**config.mk**
```make
export PLATFORM = sky130hd
export DESIGN_NAME = mem_arbiter
export DESIGN_NICKNAME = d
export VERILOG_FILES = /design/src/rtl/mem_arbiter.sv
export SDC_FILE = /design/constraint.sdc
export NUM_CORES = 1
export LEC_CHECK = 0
export ABC_AREA = 1
export CAP_MARGIN = 25
export CORE_UTILIZATION = 42
export CTS_CLUSTER_DIAMETER = 100
export CTS_CLUSTER_SIZE = 14
export DETAILED_ROUTE_END_ITERATION = 12
export PLACE_DENSITY = 0.81
export SETUP_SLACK_MARGIN = 0.15
export SLEW_MARGIN = 20
export SYNTH_ARGS = -nofsm -noshare
export SYNTH_HDL_FRONTEND = slang
export SYNTH_SLANG_ARGS = --single-unit
```
**constraint.sdc**
```tcl
create_clock -name clk -period 1.9 [get_ports clk]
set_input_delay 0.475 -clock clk [delete_from_list [all_inputs] [get_ports clk]]
set_output_delay 0.475 -clock clk [all_outputs]
set_load 0.02 [all_outputs]
```
**src/rtl/mem_arbiter.sv**
```systemverilog
// Two-requester (fetch/data) round-robin arbiter in front of a single-ported
// unified memory with registered read data and range checking.
module mem_arbiter #(
  parameter int unsigned DEPTH = 10
) (
  input  logic        clk,
  input  logic        rst,
  input  logic        if_req,
  input  logic [31:0] if_addr,
  output logic [31:0] if_rdata,
  output logic        if_valid,
  input  logic        d_req,
  input  logic        d_we,
  input  logic [31:0] d_addr,
  input  logic [31:0] d_wdata,
  output logic [31:0] d_rdata,
  output logic        d_valid,
  output logic        err,
  output logic [31:0] mem_pc_address,
  output logic [31:0] mem_alu_address,
  output logic [31:0] mem_data_in,
  input  logic [31:0] mem_data_out,
  output logic        mem_we,
  output logic        mem_memread,
  output logic        mem_IorD,
  output logic        busy
);

  typedef enum logic [2:0] {
    IDLE,
    RD_ISSUE,
    RD_DONE,
    WR_ISSUE,
    WR_DONE,
    ERR
  } state_t;

  localparam logic [31:0] LIMIT = 32'(DEPTH);

  state_t      state_q, state_d;
  logic        owner_q;
  logic        last_q;
  logic        we_q;
  logic [31:0] pc_addr_q;
  logic [31:0] alu_addr_q;
  logic [31:0] wdata_q;
  logic        gnt_if, gnt_d;

  // Under contention the side not recorded in last-grant wins.
  always_comb begin
    gnt_d  = d_req  & (~if_req | ~last_q);
    gnt_if = if_req & (~d_req  |  last_q);
  end

  always_comb begin
    state_d = state_q;
    unique case (state_q)
      IDLE: begin
        if (gnt_d)
          state_d = (d_addr >= LIMIT) ? ERR : (d_we ? WR_ISSUE : RD_ISSUE);
        else if (gnt_if)
          state_d = (if_addr >= LIMIT) ? ERR : RD_ISSUE;
      end
      RD_ISSUE: state_d = RD_DONE;
      RD_DONE:  state_d = IDLE;
      WR_ISSUE: state_d = WR_DONE;
      WR_DONE:  state_d = IDLE;
      ERR:      state_d = IDLE;
      default:  state_d = IDLE;
    endcase
  end

  always_ff @(posedge clk or negedge rst) begin
    if (!rst) state_q <= IDLE;
    else      state_q <= state_d;
  end

  always_ff @(posedge clk or negedge rst) begin
    if (!rst) begin
      owner_q    <= 1'b0;
      last_q     <= 1'b1;
      we_q       <= 1'b0;
      pc_addr_q  <= '0;
      alu_addr_q <= '0;
      wdata_q    <= '0;
      if_rdata   <= '0;
      d_rdata    <= '0;
      if_valid   <= 1'b0;
      d_valid    <= 1'b0;
      err        <= 1'b0;
    end else begin
      if_valid <= 1'b0;
      d_valid  <= 1'b0;
      err      <= 1'b0;
      unique case (state_q)
        IDLE: begin
          if (gnt_d) begin
            owner_q    <= 1'b1;
            last_q     <= 1'b1;
            alu_addr_q <= d_addr;
            we_q       <= d_we;
            wdata_q    <= d_wdata;
          end else if (gnt_if) begin
            owner_q   <= 1'b0;
            last_q    <= 1'b0;
            pc_addr_q <= if_addr;
          end
        end
        RD_DONE: begin
          if (owner_q) begin
            d_rdata <= mem_data_out;
            d_valid <= 1'b1;
          end else begin
            if_rdata <= mem_data_out;
            if_valid <= 1'b1;
          end
        end
        WR_DONE: d_valid <= 1'b1;
        ERR: begin
          err <= 1'b1;
          if (owner_q) begin
            d_valid <= 1'b1;
            if (!we_q) d_rdata <= '0;
          end else begin
            if_valid <= 1'b1;
            if_rdata <= '0;
          end
        end
        default: ;
      endcase
    end
  end

  always_comb begin
    mem_memread     = (state_q == RD_ISSUE);
    mem_we          = (state_q == WR_ISSUE);
    mem_IorD        = owner_q;
    mem_pc_address  = pc_addr_q;
    mem_alu_address = alu_addr_q;
    mem_data_in     = wdata_q;
    busy            = (state_q != IDLE);
  end

endmodule

```
==> out/summary.md <==
The tools report the tightest hold margin as 464 ps. Synthesized-area fraction occupied by adder cells: 0%. Timing would allow up to 550 MHz. The sum of negative setup slack is 0 ps, and the final max-slew violation count is 0. The detailed router finished its first iteration with 387 violations. The critical path is of the flop to output port type.

Of the total synthesized cell area, the portion taken by AND, OR, NAND and NOR gates is 22.4%. The number of clock sinks is 169, and the synthesized area is 6620 um^2. Max-cap violations in this run came to 0. The worst setup path is captured at an output port. 0 antenna diodes ended up in the layout. The run gives 1340 ps as the arrival time reported for the critical path endpoint. After the last flow step, the layout net total stands at 1190.

The leftover overflow at the end of global routing was 0. The clock-pin slew on the worst setup and hold paths was 70 ps; the net count after synthesis was 878. In this run the number of H-tree levels came out at 4.

The path class of the lowest-slack min-delay path is flop to flop. The average routed wire per standard cell was 16.0 um; the clock power share was 19.1%. For the synthesized instance count, the log shows 745. The number of buffers and inverters on the critical path is 3. The capture instance of the worst register-to-register path was d_rdata[7]. Clock tree synthesis inserted a total of 17 buffers. At the end of routability-driven placement, the weighted congestion stood at 0.798. The logs give 1281 for the post-layout instance count excluding filler cells and 0 for the number of nets still failing antenna checks after routing. The run gives 0 as the count of synthesis-stage warnings from yosys.

Of the total power, the share spent switching nets is 41.9%. Of the total power, registers draw 34.3%. The floorplan die width came out at 128 um.

The power per standard cell area is 1730 nW/um^2. The area growth from synthesis to layout is 59.2%. The logs give 65 for the pin count of the biggest net entering global routing and 43.2% for the starting density of the core. In this run the clock root is driven by a clkbuf_16. The post-detailed-route DRC marker count is 0.

The worst hold path terminates at mem_data_in[10]. Peak supply drop: 0.000858 V. The total half-perimeter wirelength after legalization and detailed placement is 13800 um.

The library cells used most frequently in the layout, excluding fill and tap cells, are nand2_1, dfrtp_1, dlygate4sd2_1, clkdlybuf4s50_1, o21ai_0. Across all layers, the routed design uses 6210 vias. Number of optimization iterations in the first detailed-route pass: 5. Counting instances, the worst hold path has a depth of 2. The critical path goes through nor2_1, inv_1, nor2_4, inv_2, buf_6. On the final layout, the worst clock skew is 11.5 ps.

At the pin with the least slew margin, the transition time is 429 ps. Setup repair after global routing could not meet its margin everywhere. The most common cell after layout, fill and taps aside was nand2_1. Broken down by cell family, the worst path's largest delay share belongs to flip-flops. In this run the core area contains 45 standard-cell rows.

After routing the design area is 10500 um^2. The core area is 15300 um^2. The final clock period utilization by the worst path is 95.7%. The number of storage elements in the synthesis netlist was 169.

The run gives 300 as the top-level I/O count. The combinational family with the most area after synthesis is simple AND/OR/NAND/NOR gates. The worst slew margin relative to its limit was 71.4%; the number of placed instances, taps included was 1236.

For the via count of the first global-routing pass, the log shows 5962. The startpoint identified for the worst register-to-register timing path is state_q[1]. The wire length of the first global-routing pass is 30000 um, and the mux contribution to synthesized area is 0%. The hold violation count in the final report is 0, and the die boundary height is 128 um. Biggest fanout along the worst timing path: 4. Dividing the detail-routed via count by the number of cells gives 4.85.

Summing the areas of all compound-gate instances in the mapped netlist gives 8.30% of the synthesized area. For the setup violation total in the final timing report, the log shows 0. The worst register-to-register path has a depth of 11.

The net switching power of the design is 7650 uW, and the sequential area share after synthesis is 63.9%. The logs give 2 for the maximum buffer depth of the clock tree and 1420 ps for the data required time at the worst endpoint. Combinational logic is responsible for 46.5% of the overall power. Cell internal power was estimated by the tool at 10600 uW. A synthesized cell averages 8.88 um^2. The slowest stage of the critical path is the dfrtp_1 cell. TritonCTS built the clock tree. The critical path's largest stage delay is 410 ps. The aggregate routed wire length was 20500 um. The number of different library cells used by synthesis comes to 20.

The startpoint of the tightest hold check path was mem_data_in[10]. The insertion delay to the later sink of the worst-skew pair was 430 ps. The total leakage power is 0.00557 uW, and the total global routing track utilization is 24.1%.

The worst register-to-register path has a setup slack of 100 ps. The number of antenna violations at the first check in global routing came out at 0. The fraction of layout instances using a drive strength above 1 is 7.48%, and the clock period minus worst slack is 1820 ps.

The area enclosed by the die boundary is 16300 um^2. The element type at the critical path start was a flop. The count of port buffers added during placement came out at 299.

The placed instances occupy a cell area of 9910 um^2. Summing the areas of all xor and xnor instances in the mapped netlist gives 0% of the synthesized area. The flow ran to the end, and the final reports show no timing, DRC or antenna violations.
[timing repair]
item,4_1_cts,5_1_grt
buffers inserted,1,3
pin swaps,0,6
resized for setup,179,29
gates cloned,0,8
hold buffers,1,0
setup endpoints to repair,167,53
hold endpoints to repair,21,0
[routing by layer]
layer / wire length [um] / up-vias / global-route usage (%)
met5: 0 / - / 0
met4: 631 / 0 / 10.4
met3: 2060 / 44 / 8.75
met2: 10300 / 305 / 41.3
met1: 7530 / 2916 / 26.9
li1: - / 2945 / -
[stage by stage]
step / util (%) / total power, uW / setup slack, ps
finish: 68.8 / 18300 / 81.4
global route: 68.8 / 19400 / -4.99
CTS: 67.3 / 17900 / 49.7
detailed placement: 64.7 / 15500 / 10.9
global placement: 64.7 / 15300 / 27.3
floorplan: - / 10700 / 371
[power groups by stage]
stage	logic, uW	registers, uW	clock network (uW)
3_3_place_gp	9000	6300	0
4_1_cts	8050	6250	3560
5_1_grt	9220	6450	3720
6_report	8500	6270	3500
2_1_floorplan	2440	8300	0
3_5_place_dp	9200	6330	0
[cells in the mapped netlist]
master / instances / area [um^2]
buf_4: 7 / 52.6
inv_1: 44 / 165
nand2_1: 345 / 1290
nand4_1: 2 / 12.5
nor2_1: 26 / 97.6
dfstp_2: 1 / 26.3
clkbuf_2: 6 / 30.0
nor2_4: 1 / 11.3
buf_2: 11 / 55.1
buf_1: 1 / 3.75
inv_2: 3 / 11.3
o21ai_4: 1 / 16.3
o22ai_1: 2 / 12.5
nand3_1: 6 / 30.0
o21ai_0: 103 / 515
nor3_1: 3 / 15.0
nor2_2: 3 / 18.8
a21oi_1: 1 / 5.00
clkbuf_1: 11 / 41.3
dfrtp_1: 168 / 4200
[registers in the layout, summed over array words and instances, names as in the netlist, 3 cells and up]
signal and count:
mem_data_in 32, if_rdata 32, d_rdata 32, state_q 3
mem_pc_address 32, mem_alu_address 32
[cells by family after synthesis]
kind of cell,after synthesis
AND/OR/NAND/NOR,386
buffers and inverters,83
flip-flops,169
AO/OA/AOI/OAI,107
[worst max-delay path by stage]
stage,from,to,slack (ps),depth (start not counted)
after CTS,state_q[1],busy,50,5
final,state_q[0],busy,80,5
after global routing,state_q[0],busy,-5,5
after floorplan,state_q[1],mem_data_in[10],370,10
after detailed placement,if_req,mem_alu_address[9],10,7
after global placement,d_addr[2],state_q[2],30,8
[layout make-up]
type | count | area, um^2
clock buffer | 20 | 457
tap | 211 | 264
clock inverter | 12 | 138
multi-input combinational | 493 | 2050
inverter | 47 | 183
sequential | 169 | 4230
timing repair buffer | 329 | 3220
fill | 1261 | 4780
[worst reg2reg max path, delay by kind of cell, from the launching register on]
kind	cells	cell delay, ps
AO/OA/AOI/OAI	2	240
flip-flops	1	380
AND/OR/NAND/NOR	5	530
buffers and inverters	4	520
Note: power is estimated with default switching activity, not from simulation.
